--- config.mk ---
export PLATFORM = sky130hd
export DESIGN_NAME = jstk_spi_responder
export DESIGN_NICKNAME = d
export VERILOG_FILES = /design/src/rtl/jstk_pkg.sv /design/src/rtl/spi_sync_edge.sv /design/src/rtl/jstk_spi_responder.sv
export SDC_FILE = /design/constraint.sdc
export NUM_CORES = 1
export LEC_CHECK = 0
export ABC_AREA = 1
export CORE_MARGIN = 10
export CORE_UTILIZATION = 55
export DETAILED_ROUTE_END_ITERATION = 12
export GPL_TIMING_DRIVEN = 0
export HOLD_SLACK_MARGIN = 0.03
export PLACE_DENSITY = 0.89
export SLEW_MARGIN = 15
export SYNTH_ARGS = -nofsm -noshare
export SYNTH_HDL_FRONTEND = slang
export SYNTH_SLANG_ARGS = --single-unit
--- constraint.sdc ---
create_clock -name clk_i -period 5.65 [get_ports clk_i]
set_input_delay 0.8475 -clock clk_i [delete_from_list [all_inputs] [get_ports clk_i]]
set_output_delay 0.8475 -clock clk_i [all_outputs]
set_load 0.03 [all_outputs]
--- src/rtl/jstk_pkg.sv ---
// jstk_pkg: shared constants, FSM state type and TX word packing for the joystick SPI responder.
package jstk_pkg;
    localparam logic [7:0] cmd_set_led_c = 8'h84;
    localparam int frame_bytes_c = 5;
    typedef enum logic {IDLE, SHIFT} state_e;
    function automatic logic [39:0] pack_tx(input logic [9:0] x, input logic [9:0] y, input logic [1:0] b);
        return {x[7:0], 6'b0, x[9:8], y[7:0], 6'b0, y[9:8], 6'b0, b};
    endfunction
endpackage

--- src/rtl/spi_sync_edge.sv ---
// spi_sync_edge: 2-FF synchroniser with registered rise/fall pulses; resets to the pin's idle level.
module spi_sync_edge #(
    parameter logic idle_p = 1'b0
) (
    input  logic clk_i,
    input  logic reset_i,
    input  logic d_i,
    output logic sync_o,
    output logic rise_o,
    output logic fall_o
);
    logic [2:0] s_q;
    logic       rise_q, fall_q;
    always_ff @(posedge clk_i or posedge reset_i) begin
        if (reset_i) begin
            s_q    <= {3{idle_p}};
            rise_q <= 1'b0;
            fall_q <= 1'b0;
        end else begin
            s_q    <= {s_q[1:0], d_i};
            rise_q <= s_q[1] & ~s_q[2];
            fall_q <= ~s_q[1] & s_q[2];
        end
    end
    assign sync_o = s_q[1];
    assign rise_o = rise_q;
    assign fall_o = fall_q;
endmodule

--- src/rtl/jstk_spi_responder.sv ---
// jstk_spi_responder: SPI mode-0 responder emulating a PmodJSTK2; serves position/buttons and
// decodes the 5-byte command frame to recover the RGB LED colour.
module jstk_spi_responder
    import jstk_pkg::*;
#(
    parameter int frame_bytes_p = frame_bytes_c
) (
    input  logic        clk_i,
    input  logic        reset_i,
    input  logic        spi_cs_i,
    input  logic        spi_sck_i,
    input  logic        spi_sd_i,
    output logic        spi_sd_o,
    input  logic [9:0]  position_x_i,
    input  logic [9:0]  position_y_i,
    input  logic [1:0]  buttons_i,
    output logic [23:0] color_rgb_o,
    output logic        color_valid_o,
    output logic        frame_done_o,
    output logic        frame_error_o
);
    localparam logic [2:0] full_c = 3'(frame_bytes_p);
    localparam logic [2:0] sat_c  = 3'(frame_bytes_p + 1);
    logic        cs_sync, cs_rise, cs_fall, sck_rise, sck_fall, sck_sync;
    logic [1:0]  sd_s_q;
    logic [2:0]  warm_q;
    logic        armed_q;
    state_e      state_q;
    logic [39:0] tx_q;
    logic [6:0]  rx_q;
    logic [2:0]  bit_cnt_q, byte_cnt_q;
    logic [3:0][7:0] slot_q;
    logic        sd_q, done_q, err_q, valid_q;
    logic [23:0] color_q;
    logic [7:0]  rx_byte;
    logic [39:0] tx_word;
    spi_sync_edge #(.idle_p(1'b1)) u_cs (
        .clk_i(clk_i), .reset_i(reset_i), .d_i(spi_cs_i),
        .sync_o(cs_sync), .rise_o(cs_rise), .fall_o(cs_fall)
    );
    spi_sync_edge #(.idle_p(1'b0)) u_sck (
        .clk_i(clk_i), .reset_i(reset_i), .d_i(spi_sck_i),
        .sync_o(sck_sync), .rise_o(sck_rise), .fall_o(sck_fall)
    );
    assign rx_byte = {rx_q, sd_s_q[1]};
    assign tx_word = pack_tx(position_x_i, position_y_i, buttons_i);
    // A CS held low through reset must not start a frame: arm only after seeing CS high
    // once the synchroniser holds real pin data again.
    always_ff @(posedge clk_i or posedge reset_i) begin
        if (reset_i) begin
            sd_s_q     <= '0;
            warm_q     <= '0;
            armed_q    <= 1'b0;
            state_q    <= IDLE;
            tx_q       <= '0;
            rx_q       <= '0;
            bit_cnt_q  <= '0;
            byte_cnt_q <= '0;
            slot_q     <= '0;
            sd_q       <= 1'b0;
            done_q     <= 1'b0;
            err_q      <= 1'b0;
            valid_q    <= 1'b0;
            color_q    <= '0;
        end else begin
            sd_s_q  <= {sd_s_q[0], spi_sd_i};
            warm_q  <= {warm_q[1:0], 1'b1};
            done_q  <= 1'b0;
            err_q   <= 1'b0;
            valid_q <= 1'b0;
            if (warm_q[2] && cs_sync) armed_q <= 1'b1;
            if (state_q == IDLE) begin
                sd_q <= 1'b0;
                if (cs_fall && armed_q) begin
                    tx_q       <= tx_word;
                    sd_q       <= tx_word[39];
                    bit_cnt_q  <= '0;
                    byte_cnt_q <= '0;
                    state_q    <= SHIFT;
                end
            end else if (cs_rise) begin
                state_q <= IDLE;
                sd_q    <= 1'b0;
                if (byte_cnt_q == full_c && bit_cnt_q == 3'd0) begin
                    done_q <= 1'b1;
                    if (slot_q[0] == cmd_set_led_c) begin
                        color_q <= {slot_q[1], slot_q[2], slot_q[3]};
                        valid_q <= 1'b1;
                    end
                end else begin
                    err_q <= 1'b1;
                end
            end else begin
                if (sck_rise) begin
                    rx_q      <= rx_byte[6:0];
                    bit_cnt_q <= bit_cnt_q + 3'd1;
                    if (bit_cnt_q == 3'd7) begin
                        if (byte_cnt_q < 3'd4) slot_q[byte_cnt_q[1:0]] <= rx_byte;
                        byte_cnt_q <= (byte_cnt_q == sat_c) ? byte_cnt_q : byte_cnt_q + 3'd1;
                    end
                end
                if (sck_fall) begin
                    tx_q <= {tx_q[38:0], 1'b0};
                    sd_q <= tx_q[38];
                end
            end
        end
    end
    assign spi_sd_o      = sd_q;
    assign color_rgb_o   = color_q;
    assign color_valid_o = valid_q;
    assign frame_done_o  = done_q;
    assign frame_error_o = err_q;
endmodule

==> results of run 1 <==
-- per-stage QoR --
step	instance area [um^2]	total power, mW	cells
floorplan	5340	1.37	611
global placement	6040	1.46	794
detailed placement	6070	1.49	795
CTS	6670	2.59	827
global route	6670	2.71	827
finish	6670	2.58	827
-- layout make-up --
cell class,instances,area share
flip-flops and latches,129,0.485
multi-input cells,428,0.277
repair buffers,55,0.0852
clock buffers,19,0.0648
plain buffers,28,0.0246
clock inverters,13,0.0242
well taps,129,0.0242
inverters,26,0.0154
-- state kept, by name (all words and copies together) (netlist names), 7 cells and up --
| register | flops |
|---|---|
| color_rgb_o | 24 |
| rx_q | 7 |
| slot_q | 32 |
| tx_q | 39 |
-- metal layers --
metal	global-route usage	vias to the layer above	routed length, um
li1	-	2057	-
met3	0.0662	18	785
met4	0.0763	0	176
met1	0.194	2005	4620
met5	0	-	0
met2	0.296	119	5970
-- power by group --
group	leakage [nW]	switching (mW)	internal, mW
Clock	0.280	0.402	0.683
Combinational	1.57	0.237	0.123
Sequential	1.72	0.0949	1.04
-- kinds of logic (layout without fill, tap and decap cells) --
| logic type | count (synthesis) | count (layout) |
|---|---|---|
| DFF | 129 | 129 |
| AOI/OAI and AO/OA | 15 | 15 |
| buffers and inverters | 54 | 141 |
| adders and majority gates | 7 | 7 |
| other | 1 | 1 |
| and+or+nand+nor | 405 | 405 |
-- placed cells by master, fill, tap and decap left out, types with 4 or more instances in the layout --
cell type / netlist / final
inv_2: 5 / 5
nand3_1: 80 / 80
dfrtp_1: 126 / 126
clkbuf_1: 6 / 7
nor2_1: 12 / 12
clkbuf_16: 0 / 16
clkdlybuf4s50_1: 0 / 54
inv_1: 21 / 20
ha_1: 7 / 7
clkinvlp_4: 0 / 4
buf_4: 8 / 8
buf_2: 11 / 11
o21ai_0: 11 / 11
nand2_1: 303 / 303
-- worst max path at each step --
| stage | startpoint | end | cells past startpoint |
|---|---|---|---|
| 6_report | color_rgb_o[21] | color_rgb_o[21] | 1 |
| 2_1_floorplan | reset_i | armed_q | 1 |
| 4_1_cts | spi_sd_o | spi_sd_o | 1 |
| 5_1_grt | spi_sd_o | spi_sd_o | 1 |
| 3_5_place_dp | reset_i | u_cs.s_q[1] | 3 |
| 3_3_place_gp | reset_i | color_rgb_o[0] | 2 |
==> flow_metrics.py, run 1 <==
metrics = {
    "run_status": {
        "status": "finished, final reports clean",
    },
    "critical_path": {
        "regToRegEndpoint": "color_rgb_o[12]",
        "cp.arrival_ns": 1.55,
        "required_ns": 4.80,
        "r2r_slack_ns": 3.83,
        "path_delay_family": "buffers and inverters",
        "crit_path_end_kind": "output pin",
        "r2r-start": "byte_cnt_q[1]",
        "crit_chain": "clkdlybuf4s50_1",
        "critPathBufInv": 1,
        "crit_fanout": 2,
        "cp_slowest_cell": "clkdlybuf4s50_1",
        "slowest_delay_ns": 0.68,
        "path_class": "reg -> out",
        "cp-start-kind": "flip-flop",
        "r2r_cells": 11,
    },
    "layout": {
        "fillers": 685,
        "finish.utilization": 0.715,
        "drive_above_1_share": 0.102,
        "regArea_um2": 3230,
        "syn2layout_area_growth_pct": 24.9,
        "num-nets-final": 719,
        "multiInputGateArea_um2": 1850,
        "insertedDiodeCount": 0,
    },
    "route": {
        "drtIter0Drc": 354,
        "vias": 4199,
        "wl_per_cell_um": 14.0,
        "routed_via_density": 5.08,
        "drc_errors": 0,
        "first_pass_iters": 5,
        "wirelength_um": 11500,
        "antenna_left": 0,
    },
    "place": {
        "routabilityCongestion": 0.832,
        "hpwl_um": 7570,
        "io_buffers": 54,
        "pre_cts_ws_ns": 3.58,
    },
    "synth": {
        "syn-cell-area_um2": 5340,
        "avgSynthCellArea_um2": 8.74,
        "syn_inst": 611,
        "synthSimpleGateAreaFrac": 0.312,
        "synthTopCellsByCount": "303 x nand2_1, 126 x dfrtp_1, 80 x nand3_1, 21 x inv_1, 12 x nor2_1",
        "synth_top_area_frac": 0.591,
        "synth_fa_ha_area_frac": 0.0164,
        "yosys-top-cells-area": "dfrtp_1 59%, nand2_1 21%, nand3_1 7.5%",
        "synth_top_family_by_area": "simple AND/OR/NAND/NOR gates",
        "async_reset_ff_frac": 1.00,
        "synth-seq-area-share": 0.605,
        "synth_compound_area_frac": 0.0166,
        "synth-edff-count": 0,
        "muxShareOfSynthArea": 0,
        "syn_nets": 645,
        "synth_ff_type": "dfrtp_1",
        "ys_types": 24,
        "synth-xor-area-share": 0,
        "synth.most_common_cell": "nand2_1",
        "yosysWarnings": 0,
        "yosysTopAreaCell": "dfrtp_1",
        "synth-seq-cells": 129,
    },
    "power_and_ir_drop": {
        "p_leak_nw": 3.57,
        "cellPowerDensity_nw_per_um2": 387,
        "peakVddDrop_v": 0.000225,
    },
    "floorplan": {
        "io_pins": 55,
        "coreArea_um2": 9330,
        "initial_core_util": 0.572,
        "die-area_um2": 14000,
        "rows": 35,
        "die_w_um": 119,
        "chipHeight_um": 119,
    },
    "global_route": {
        "antenna_found_initial": 0,
        "grt_usage": 0.175,
        "grt_overflow": 0,
        "grt_pass1_vias": 4388,
        "grt_max_degree": 70,
        "grt_pass1_wl_um": 20500,
    },
    "clock_network": {
        "cts_resized": 0,
        "cts_buffer_depth": 2,
        "htreeDepth": 4,
        "cts-buffers-inserted": 17,
        "postCtsSetupBuffers": 0,
        "cts-root-buf": "clkbuf_8",
        "clk_pin_slew_ns": 0.06,
        "tritoncts": "done",
        "postCtsHoldBufs": 0,
        "clock_latency_ns": 0.51,
        "cts_sinks": 129,
    },
    "hold_path": {
        "worstHoldPathCells": 0,
        "min_to": "warm_q[2]",
        "hp-class": "reg -> reg",
        "hold_start": "warm_q[1]",
    },
    "sta": {
        "worst_slew_margin_rel": 0.633,
        "report.final.hold_viol_count": 0,
        "setup_ws_ns": 3.25,
        "finalCriticalPeriod_ns": 2.40,
        "rsz0062_at_grt": "false",
        "drv_slew": 0,
        "finalCritPeriodShare": 0.424,
        "fin_setup_tns_ns": 0,
        "fin_skew_ns": 0.00736,
        "tightest_slew_ns": 0.551,
        "holdWs_ns": 0.346,
        "setup_violations": 0,
        "maxClockFrequency_mhz": 417,
    },
    "job": {
        "drv_cap": 0,
    },
}
No activity file was read; power rests on OpenSTA's default activity.
==> run 2, diff against run 1 <==
--- a/config.mk
+++ b/config.mk
@@ -7,11 +7,11 @@
 export LEC_CHECK = 0
 export ABC_AREA = 1
 export CORE_MARGIN = 10
-export CORE_UTILIZATION = 55
+export CORE_UTILIZATION = 51
 export DETAILED_ROUTE_END_ITERATION = 12
 export GPL_TIMING_DRIVEN = 0
 export HOLD_SLACK_MARGIN = 0.03
-export PLACE_DENSITY = 0.89
+export PLACE_DENSITY = 0.87
 export SLEW_MARGIN = 15
 export SYNTH_ARGS = -nofsm -noshare
 export SYNTH_HDL_FRONTEND = slang
==> constraint.sdc (replaced) <==
create_clock -name clk_i -period 2.05 [get_ports clk_i]
set_input_delay 0.3075 -clock clk_i [delete_from_list [all_inputs] [get_ports clk_i]]
set_output_delay 0.3075 -clock clk_i [all_outputs]
set_load 0.03 [all_outputs]
==> flow_metrics.py, run 2 (synthesis results as in run 1) <==
metrics = {
    "clock_network": {
        "htreeDepth": 4,
        "cts_sinks": 129,
        "clk_pin_slew_ns": 0.06,
        "cts-root-buf": "clkbuf_8",
        "cts_buffer_depth": 2,
        "clock_latency_ns": 0.53,
        "tritoncts": "done",
        "postCtsSetupBuffers": 0,
        "cts-buffers-inserted": 17,
        "cts_resized": 0,
        "postCtsHoldBufs": 0,
    },
    "global_route": {
        "antenna_found_initial": 0,
        "grt_pass1_vias": 4370,
        "grt_pass1_wl_um": 20100,
        "met2_usage": 0.298,
        "use_met3": 0.0583,
        "grt_usage": 0.170,
        "grt_use_met1": 0.181,
        "grt_overflow": 0,
        "grt_max_degree": 39,
        "grt.busiest_layer": "met2",
    },
    "floorplan": {
        "coreArea_um2": 10300,
        "rows": 37,
        "initial_core_util": 0.519,
        "die_w_um": 122,
        "chipHeight_um": 122,
        "io_pins": 55,
        "die-area_um2": 15000,
    },
    "route": {
        "wl_per_cell_um": 13.8,
        "first_pass_iters": 4,
        "vias": 4216,
        "drtIter0Drc": 291,
        "routed_via_density": 5.04,
        "wirelength_um": 11600,
        "drc_errors": 0,
        "antenna_left": 0,
    },
    "critical_path": {
        "required_ns": 1.74,
        "r2r_cells": 11,
        "regToRegEndpoint": "color_rgb_o[9]",
        "critPathBufInv": 1,
        "crit_chain": "clkdlybuf4s50_1",
        "crit_fanout": 2,
        "path_delay_family": "buffers and inverters",
        "crit_path_end_kind": "output pin",
        "cp_slowest_cell": "clkdlybuf4s50_1",
        "r2r-start": "byte_cnt_q[1]",
        "slowest_delay_ns": 0.69,
        "path_class": "reg -> out",
        "cp-start-kind": "flip-flop",
        "r2r_slack_ns": 0.27,
        "cp.arrival_ns": 1.59,
    },
    "sta": {
        "finalCriticalPeriod_ns": 1.90,
        "tightest_slew_ns": 0.762,
        "setup_violations": 0,
        "finalCritPeriodShare": 0.926,
        "worst_slew_margin_rel": 0.491,
        "fin_skew_ns": 0.00962,
        "report.final.hold_viol_count": 0,
        "drv_slew": 0,
        "setup_ws_ns": 0.151,
        "maxClockFrequency_mhz": 527,
        "rsz0062_at_grt": "false",
        "holdWs_ns": 0.193,
    },
    "hold_path": {
        "min_to": "u_cs.s_q[0]",
        "worstHoldPathCells": 1,
        "hold_start": "spi_cs_i",
        "hp-class": "in -> reg",
    },
    "layout": {
        "regArea_um2": 3230,
        "largest_reg_flops": 39,
        "insertedDiodeCount": 0,
        "syn2layout_area_growth_pct": 26.3,
        "num-nets-final": 721,
        "final_common_cell": "nand2_1",
        "fillers": 817,
        "mostFrequentLayoutCells": "303 x nand2_1, 126 x dfrtp_1, 80 x nand3_1",
        "multiInputGateArea_um2": 1850,
        "top_register": "tx_q",
        "finish.utilization": 0.656,
        "drive_above_1_share": 0.106,
    },
    "power_and_ir_drop": {
        "p_leak_nw": 3.61,
        "peakVddDrop_v": 0.000667,
        "cellPowerDensity_nw_per_um2": 1070,
    },
    "place": {
        "hpwl_um": 7720,
        "pre_cts_ws_ns": 0.259,
        "routabilityCongestion": 0.813,
        "io_buffers": 54,
    },
    "job": {
        "drv_cap": 0,
    },
    "run_status": {
        "status": "finished, final reports clean",
    },
}
-- run 2: cell type report --
cell class	instances	area share
timing repair buffer	57	0.0902
multi-input combinational	428	0.274
clock inverter	15	0.0308
buffer	28	0.0243
inverter	26	0.0150
clock buffer	17	0.0614
tap	136	0.0252
sequential	129	0.479
-- run 2: how the worst max path moves through the flow --
stage | startpoint | end | slack, ns | cells past startpoint
detailed placement | byte_cnt_q[1] | color_rgb_o[7] | 0.26 | 11
floorplan | reset_i | armed_q | 0.15 | 1
global route | spi_sd_o | spi_sd_o | 0.1 | 1
CTS | spi_sd_o | spi_sd_o | 0.12 | 1
finish | spi_sd_o | spi_sd_o | 0.15 | 1
global placement | reset_i | color_rgb_o[1] | -0.85 | 2
-- run 2: through the flow --
| step | total power, mW | cell area (um^2) | cells | setup TNS [ns] |
|---|---|---|---|---|
| global placement | 4.03 | 6050 | 801 | -107.64 |
| finish | 7.24 | 6740 | 836 | 0 |
| detailed placement | 4.12 | 6120 | 804 | 0 |
| global route | 7.63 | 6740 | 836 | 0 |
| CTS | 7.29 | 6740 | 836 | 0 |
| floorplan | 3.78 | 5340 | 611 | 0 |
-- run 2: metal layers --
| layer | part of all wire | vias up |
|---|---|---|
| met5 | 0 | - |
| met4 | 0.016 | 0 |
| met3 | 0.064 | 24 |
| met2 | 0.52 | 119 |
| met1 | 0.40 | 2008 |
| li1 | - | 2065 |
-- run 2: where the power goes --
| group | internal (mW) | total, mW | switching [mW] | leakage [nW] |
|---|---|---|---|---|
| registers | 2.86 | 3.12 | 0.261 | 1.72 |
| clock network | 1.99 | 3.14 | 1.15 | 0.303 |
| logic | 0.347 | 0.980 | 0.634 | 1.58 |
| total | 5.19 | 7.24 | 2.05 | 3.61 |
==> run 3, diff against run 2 <==
--- a/config.mk
+++ b/config.mk
@@ -6,8 +6,10 @@
 export NUM_CORES = 1
 export LEC_CHECK = 0
 export ABC_AREA = 1
+export CELL_PAD_IN_SITES_DETAIL_PLACEMENT = 0
+export CELL_PAD_IN_SITES_GLOBAL_PLACEMENT = 1
 export CORE_MARGIN = 10
-export CORE_UTILIZATION = 51
+export CORE_UTILIZATION = 39
 export DETAILED_ROUTE_END_ITERATION = 12
 export GPL_TIMING_DRIVEN = 0
 export HOLD_SLACK_MARGIN = 0.03
==> flow_metrics.py, run 3 (synthesis results as in run 1) <==
metrics = {
    "run_status": {
        "status": "finished, final reports clean",
    },
    "clock_network": {
        "postCtsHoldBufs": 0,
        "cts_resized": 0,
        "cts-buffers-inserted": 17,
        "postCtsSetupBuffers": 0,
        "cts-root-buf": "clkbuf_16",
        "tritoncts": "done",
        "cts_buffer_depth": 2,
        "cts_sinks": 129,
        "htreeDepth": 4,
        "clk_pin_slew_ns": 0.05,
        "clock_latency_ns": 0.42,
    },
    "critical_path": {
        "path_delay_family": "buffers and inverters",
        "required_ns": 1.74,
        "cp.depth": 1,
        "path_class": "reg -> out",
        "r2r_cells": 11,
        "slowest_delay_ns": 0.69,
        "critPathBufInv": 1,
        "crit_chain": "clkdlybuf4s50_1",
        "cp.arrival_ns": 1.46,
        "cp-start-kind": "flip-flop",
        "crit_path_end_kind": "output pin",
        "crit_fanout": 2,
        "cp_slowest_cell": "clkdlybuf4s50_1",
    },
    "sta": {
        "rsz0062_at_grt": "false",
        "maxClockFrequency_mhz": 566,
        "finalCriticalPeriod_ns": 1.77,
        "finalCritPeriodShare": 0.862,
        "report.final.hold_viol_count": 0,
        "worst_slew_margin_rel": 0.551,
        "holdWs_ns": 0.300,
        "setup_violations": 0,
        "tightest_slew_ns": 0.672,
        "drv_slew": 0,
        "fin_skew_ns": 0.0117,
    },
    "floorplan": {
        "die_w_um": 137,
        "rows": 42,
        "io_pins": 55,
        "coreArea_um2": 13300,
        "die-area_um2": 18800,
        "initial_core_util": 0.400,
        "chipHeight_um": 137,
    },
    "global_route": {
        "grt_usage": 0.124,
        "antenna_found_initial": 0,
        "grt_overflow": 0,
        "grt_pass1_wl_um": 18800,
        "grt_pass1_vias": 4071,
        "grt_max_degree": 41,
    },
    "power_and_ir_drop": {
        "cellPowerDensity_nw_per_um2": 1030,
        "peakVddDrop_v": 0.000634,
        "p_leak_nw": 3.58,
    },
    "route": {
        "vias": 4073,
        "wirelength_um": 10900,
        "antenna_left": 0,
        "drc_errors": 0,
        "drtIter0Drc": 212,
        "routed_via_density": 4.65,
        "wl_per_cell_um": 12.4,
        "first_pass_iters": 4,
    },
    "layout": {
        "largest_reg_flops": 39,
        "fin_area_um2": 6730,
        "insertedDiodeCount": 0,
        "drive_above_1_share": 0.103,
        "final_common_cell": "nand2_1",
        "num-nets-final": 721,
        "mostFrequentLayoutCells": "303 x nand2_1, 126 x dfrtp_1, 80 x nand3_1",
        "syn2layout_area_growth_pct": 26.1,
        "top_register": "tx_q",
    },
    "place": {
        "hpwl_um": 7600,
        "io_buffers": 54,
        "routabilityCongestion": 0.804,
        "placed_cell_area_um2": 6160,
    },
    "hold_path": {
        "hp-class": "in -> reg",
        "worstHoldPathCells": 1,
    },
    "job": {
        "drv_cap": 0,
    },
}
==> run 3: where the power goes <==
| group | switching (mW) | internal (mW) | leakage [nW] |
|---|---|---|---|
| Sequential | 0.253 | 2.86 | 1.72 |
| Clock | 1.06 | 1.79 | 0.275 |
| Combinational | 0.623 | 0.344 | 1.58 |
==> run 3: final timing paths <==
kind / start / endpoint / slack, ns
min in group asynchronous: reset_i / byte_cnt_q[1] / 0.35
worst max register to register: byte_cnt_q[1] / color_rgb_o[14] / 0.30
worst max-delay path: spi_sd_o / spi_sd_o / 0.28
worst min register to register: warm_q[0] / warm_q[1] / 0.35
max in group asynchronous: reset_i / color_rgb_o[10] / 0.89
worst min-delay path: spi_cs_i / u_cs.s_q[0] / 0.30
==> run 3: metal layers <==
| layer | vias up | part of all wire | track usage |
|---|---|---|---|
| li1 | 2056 | - | - |
| met1 | 1917 | 0.44 | 0.147 |
| met2 | 84 | 0.48 | 0.202 |
| met3 | 16 | 0.061 | 0.0385 |
| met4 | 0 | 0.017 | 0.0591 |
| met5 | - | 0 | 0 |
==> run 3: final cells by class <==
class	instances	area [um^2]
well taps	176	220
plain buffers	28	164
multi-input cells	428	1850
repair buffers	57	601
flip-flops and latches	129	3230
clock inverters	9	81.3
fillers	1267	6620
clock buffers	23	488
inverters	26	101
==> run 3: stage by stage <==
| step | power (mW) | setup WS (ns) | setup TNS (ns) | std cells | utilization |
|---|---|---|---|---|---|
| global placement | 4.07 | -0.953 | -120.31 | 841 | 0.457 |
| detailed placement | 4.13 | 0.295 | 0 | 844 | 0.462 |
| finish | 6.92 | 0.283 | 0 | 876 | 0.504 |
| CTS | 7.00 | 0.255 | 0 | 876 | 0.504 |
| floorplan | 3.78 | 0.150 | 0 | 611 | - |
| global route | 7.30 | 0.118 | 0 | 876 | 0.504 |
==> edit 1 (config.mk and constraints of run 3) <==
`idle_p` is set to 1'b0 in 2 places; all go to 1'b1.
--- a/src/rtl/spi_sync_edge.sv
+++ b/src/rtl/spi_sync_edge.sv
@@ -1,5 +1,5 @@
 // spi_sync_edge: 2-FF synchroniser with registered rise/fall pulses; resets to the pin's idle level.
 module spi_sync_edge #(
-    parameter logic idle_p = 1'b0
+    parameter logic idle_p = 1'b1
 ) (
     input  logic clk_i,
--- a/src/rtl/jstk_spi_responder.sv
+++ b/src/rtl/jstk_spi_responder.sv
@@ -39,5 +39,5 @@
         .sync_o(cs_sync), .rise_o(cs_rise), .fall_o(cs_fall)
     );
-    spi_sync_edge #(.idle_p(1'b0)) u_sck (
+    spi_sync_edge #(.idle_p(1'b1)) u_sck (
         .clk_i(clk_i), .reset_i(reset_i), .d_i(spi_sck_i),
         .sync_o(sck_sync), .rise_o(sck_rise), .fall_o(sck_fall)
Function: same outputs for any inputs over 10 cycles, from zero or initial values and one cycle with reset_i high; that may be too few to reach the edited logic, so the function may still have changed.
==> edit 1 against run 3 <==
- setup slack better by 6.9 ps
- synthesized area about the same
- total power up 6.6%
- routed wire length up 1.2%
- global-route usage up 0.30 points
- first-iteration DRC count up 22%
- utilization up 0.67 points
- register-to-register slack about the same
- design area up 1.3%
- sequential cell count unchanged
==> edit 1: results (changes against run 3) <==
stage;metric;value;unit;change
grt;largest net degree at the start of global routing;39;;-4.9%
clocking;Longest Clk Path Bufs;2;;unchanged
logic_synthesis;Yosys Warn Count;0;;unchanged
placed_design;Final GP Congestion;0.793;;-1.4%
outcome;status;complete, no violations;;
grt;gr usage total;12.7;%;+0.30 points
placed_design;Post-DP HPWL;7.87;mm;+3.5%
final_layout;final core occ;51.1;%;+0.67 points
critical_path;CP max FO;2;;unchanged
logic_synthesis;most instantiated cells after synthesis;nand2_1 (303), dfrtp_1 (123), nand3_1 (80);;
grt;global-route wire length before repair;19.3;mm;+2.6%
critical_path;Worst EP arrival;1450;ps;
detailed_routing;via density per instance;4.69;;+0.81%
logic_synthesis;sequential element share of the synthesized area;60.6;%;about the same
logic_synthesis;post-synthesis compound-gate area fraction;1.66;%;about the same
final_layout;Largest Register;tx_q;;
logic_synthesis;Synth top area share;57.6;%;-1.4 points
detailed_routing;Detailed Route WL;11.0;mm;+1.2%
power;Max VDD drop;0.610;mV;-3.9%
clocking;Clk Latency, worst-skew pair;410;ps;
grt;initial antenna violation count;0;;unchanged
final_layout;share of cells above drive strength 1;10.7;%;+0.43 points
placed_design;IO Port Bufs;54;;unchanged
timing;relative max-transition margin;48.7;%;-6.4 points
final_layout;fill count;1265;;-0.16%
hold_path;WHS Path Cells;1;;unchanged
placed_design;DP Area;6170;um^2;about the same
final_layout;max reg flops;39;;unchanged
placed_design;Placed Cells;844;;unchanged
power;LEAKAGE;3.62;nW;+1.1%
logic_synthesis;synth top area cells;dfrtp_1 (58%), nand2_1 (21%), nand3_1 (7.5%), dfstp_2 (3.0%), ha_1 (1.6%);;
logic_synthesis;syn_nets;645;;unchanged
clocking;post-cts sizing count;0;;unchanged
logic_synthesis;Post-Synth XOR/XNOR Area;0;%;unchanged
grt;number of global-route vias before repair;4167;;+2.4%
clocking;CTS buffer count;17;;unchanged
detailed_routing;wire per inst;12.6;um;+1.2%
detailed_routing;initial DRC count;259;;+22%
hold_path;Hold Crit Class;input port to flop;;
critical_path;CP max stage delay;690;ps;about the same
timing;Hold Fails Final Rpt;0;;unchanged
logic_synthesis;Synth cell types;24;;unchanged
final_layout;nets;721;;unchanged
clocking;Clock Pin Slew Worst Setup and Hold Paths;50;ps;about the same
timing;Fin Clk Skew;5.64;ps;-6.05 ps
hold_path;worst hold start;spi_sck_i;;
logic_synthesis;multiplexer share of the synthesized area;0;%;unchanged
clocking;CTS HTree Levels;4;;unchanged
logic_synthesis;Adder-Cell Fraction of Synth Area;1.64;%;about the same
placed_design;Place WS;274;ps;-20.9 ps
## edit 1: report_power, final
| group | leakage [nW] | internal (mW) | switching, mW |
|---|---|---|---|
| Clock | 0.316 | 2.25 | 1.05 |
| Sequential | 1.72 | 2.86 | 0.256 |
| Combinational | 1.58 | 0.342 | 0.625 |
| Total | 3.62 | 5.45 | 1.93 |
## edit 1: cell type report
type | count | area share [%]
timing repair buffer | 57 | 8.80
clock buffer | 22 | 6.95
inverter | 26 | 1.49
multi-input combinational | 428 | 27.1
tap | 176 | 3.23
buffer | 28 | 2.40
sequential | 129 | 47.4
clock inverter | 10 | 2.64
## edit 1: path summary, 6_finish.rpt
path / endpoint / slack, ps
worst max-delay path: spi_sd_o / 290
worst min-delay path: u_sck.s_q[0] / 300
worst min register to register: warm_q[1] / 350
min in group asynchronous: armed_q / 380
worst max register to register: color_rgb_o[13] / 300
max in group asynchronous: tx_q[5] / 850
## edit 1: worst register-to-register path, stage by stage, from the launching register on
cell and delay, ps:
dfrtp_1 410, inv_1 90, ha_1 140, buf_4 160
inv_2 60, nor2_4 80, nand2_2 60, nor2_4 210
nand2_4 130, buf_6 180, nand2_1 60, nand2_1 50
## edit 1: cells by family (layout without fill, tap and decap cells)
logic type	Yosys count	count (layout)
buffers and inverters	54	143
flip-flops	129	129
AND/OR/NAND/NOR	405	405
adder cells (fa/ha/maj)	7	7
AO/OA/AOI/OAI	15	15
other	1	1
## edit 1: per-layer routing
layer,wire length (um),GRT usage [%],part of all wire (%),vias up
met1,4930,15.3,45,1949
li1,-,-,-,2063
met2,5230,20.6,48,84
met5,0,0,0,-
met4,112,5.33,1.0,0
met3,729,4.07,6.6,10
==> edit 2 (config.mk and constraints of run 3) <==
Made on the original files. Register the output `color_rgb_o` once more; this adds one clock of latency there. The other outputs are not delayed to match.
--- a/src/rtl/jstk_spi_responder.sv
+++ b/src/rtl/jstk_spi_responder.sv
@@ -108,5 +108,7 @@
     end
     assign spi_sd_o      = sd_q;
-    assign color_rgb_o   = color_q;
+    always_ff @(posedge clk_i) begin
+        color_rgb_o <= color_q;
+    end
     assign color_valid_o = valid_q;
     assign frame_done_o  = done_q;
Check against the original RTL: same outputs for any inputs over 10 cycles, from zero or initial values and one cycle with reset_i high; that may be too few to reach the edited logic, so the function may still have changed.
==> edit 2 against run 3 <==
- sequential cell count increased by 24
- register-to-register slack got worse by 110 ps
- setup slack got worse by 89 ps
- count of clock-buffer cells in the layout decreased by 2
- design area increased by 7.9%
- routed wire length increased by 5.5%
- hold slack got worse by 47 ps
- sequential share of layout area increased by 3.1 points
- total power increased by 9.9%
- synthesized area increased by 9.0%
- largest power group unchanged
==> edit 2: results (changes against run 3) <==
stage;metric;value;unit;change
outcome;status;complete, no violations;;
critical_path;Worst EP arrival;2170;ps;+710 ps
grt;number of global-route vias before repair;4290;;+5.4%
grt;gr usage total;12.2;%;-0.27 points
critical_path;crit path max-delay cell type;dfrtp_1;;
logic_synthesis;most instantiated cells after synthesis;nand2_1 (292), dfrtp_1 (126), nand3_1 (83);;
detailed_routing;wire per inst;12.7;um;+2.0%
logic_synthesis;synth top area cells;dfrtp_1 (54%), nand2_1 (19%), dfxtp_1 (8.3%), nand3_1 (7.1%), ha_1 (1.5%);;
logic_synthesis;async set-reset flop share out of synthesis;84.3;%;-16 points
placed_design;Placed Cells;874;;+3.6%
hold_path;Hold Crit Class;input port to async pin;;
critical_path;delay-heaviest family, CP;simple AND/OR/NAND/NOR gates;;
placed_design;Final GP Congestion;0.795;;-1.1%
final_layout;Final Instance Count excl. Fillers;906;;+3.4%
grt;initial antenna violation count;0;;unchanged
final_layout;nets;743;;+3.1%
detailed_routing;Vias;4229;;+3.8%
timing;Fin Clk Skew;7.79;ps;-3.90 ps
logic_synthesis;syn_nets;666;;+3.3%
grt;largest net degree at the start of global routing;35;;-15%
critical_path;CP max FO;10;;+8
timing;relative max-transition margin;62.8;%;+7.7 points
final_layout;fill count;1322;;+4.3%
logic_synthesis;Synth cell types;28;;+17%
power;LEAKAGE;3.78;nW;+5.7%
detailed_routing;initial DRC count;233;;+9.9%
critical_path;CP max stage delay;410;ps;-280 ps
-- edit 2: cell types whose count changed in the layout (fill, tap and decap cells not counted), moves of 4 or more --
cell / before / now
buf_4: 8 / 3
clkbuf_1: 8 / 13
dfxtp_1: 0 / 24
inv_2: 5 / 1
nand2_1: 303 / 292
-- edit 2: layout make-up --
type                            instances  share of cell area, %
Tap cell                              184                   3.17
Inverter                               23                   1.27
Clock buffer                           21                   6.78
Multi-Input combinational cell        427                   25.6
Buffer                                 29                   2.15
Timing Repair Buffer                   58                   8.75
Sequential cell                       153                   51.1
Clock inverter                         11                   1.19
-- edit 2: cell families after synthesis --
kind of cell               Yosys count  synth area share, %
buffers and inverters               52                 4.21
AOI/OAI and AO/OA                   15                 1.40
and+or+nand+nor                    404                 29.0
DFF                                153                 63.8
adders and majority gates            7                 1.51
other                                1               0.0645
-- edit 2: path summary, 6_finish.rpt --
| kind | from | to | slack, ps | depth (start not counted) |
|---|---|---|---|---|
| min reg2reg | warm_q[0] | warm_q[1] | 350 | 0 |
| max in group asynchronous | reset_i | tx_q[11] | 1020 | 4 |
| min in group clk_i | spi_cs_i | u_cs.s_q[0] | 300 | 1 |
| max | byte_cnt_q[1] | color_q[5] | 190 | 11 |
| max reg2reg | byte_cnt_q[1] | color_q[5] | 190 | 11 |
| min | reset_i | slot_q[14] | 250 | 2 |
-- edit 2: layer usage --
| metal | part of all wire, % | global-route usage [%] | routed length [um] |
|---|---|---|---|
| met1 | 44 | 14.0 | 5040 |
| met2 | 48 | 20.0 | 5520 |
| met3 | 6.3 | 4.67 | 722 |
| met4 | 1.7 | 4.63 | 192 |
| met5 | 0 | 0 | 0 |
-- edit 2: power breakdown --
group / internal [mW] / total, mW / switching, mW
clock network: 1.73 / 2.97 / 1.23
registers: 3.34 / 3.64 / 0.298
logic: 0.357 / 1.00 / 0.643
total: 5.43 / 7.61 / 2.18
-- edit 2: stage by stage --
| step | setup slack [ps] | util [%] | setup TNS (ps) | power (mW) | instance area, um^2 |
|---|---|---|---|---|---|
| floorplan | 150 | - | 0 | 4.31 | 5820 |
| global placement | -952 | 45.2 | -120310 | 4.62 | 6590 |
| detailed placement | 180 | 45.8 | 0 | 4.69 | 6690 |
| CTS | 159 | 49.8 | 0 | 7.70 | 7270 |
| global route | 9.72 | 49.8 | 0 | 8.01 | 7270 |
| finish | 194 | 49.8 | 0 | 7.61 | 7270 |
-- edit 2: worst register-to-register path, stage by stage (launching register included) --
cell	delay (ps)
dfrtp_1	410
inv_1	90
ha_1	140
buf_4	160
nand2_1	70
inv_1	70
nand2_1	80
nor2_4	210
nand2_2	170
buf_2	230
nand2_1	80
nand2_1	50
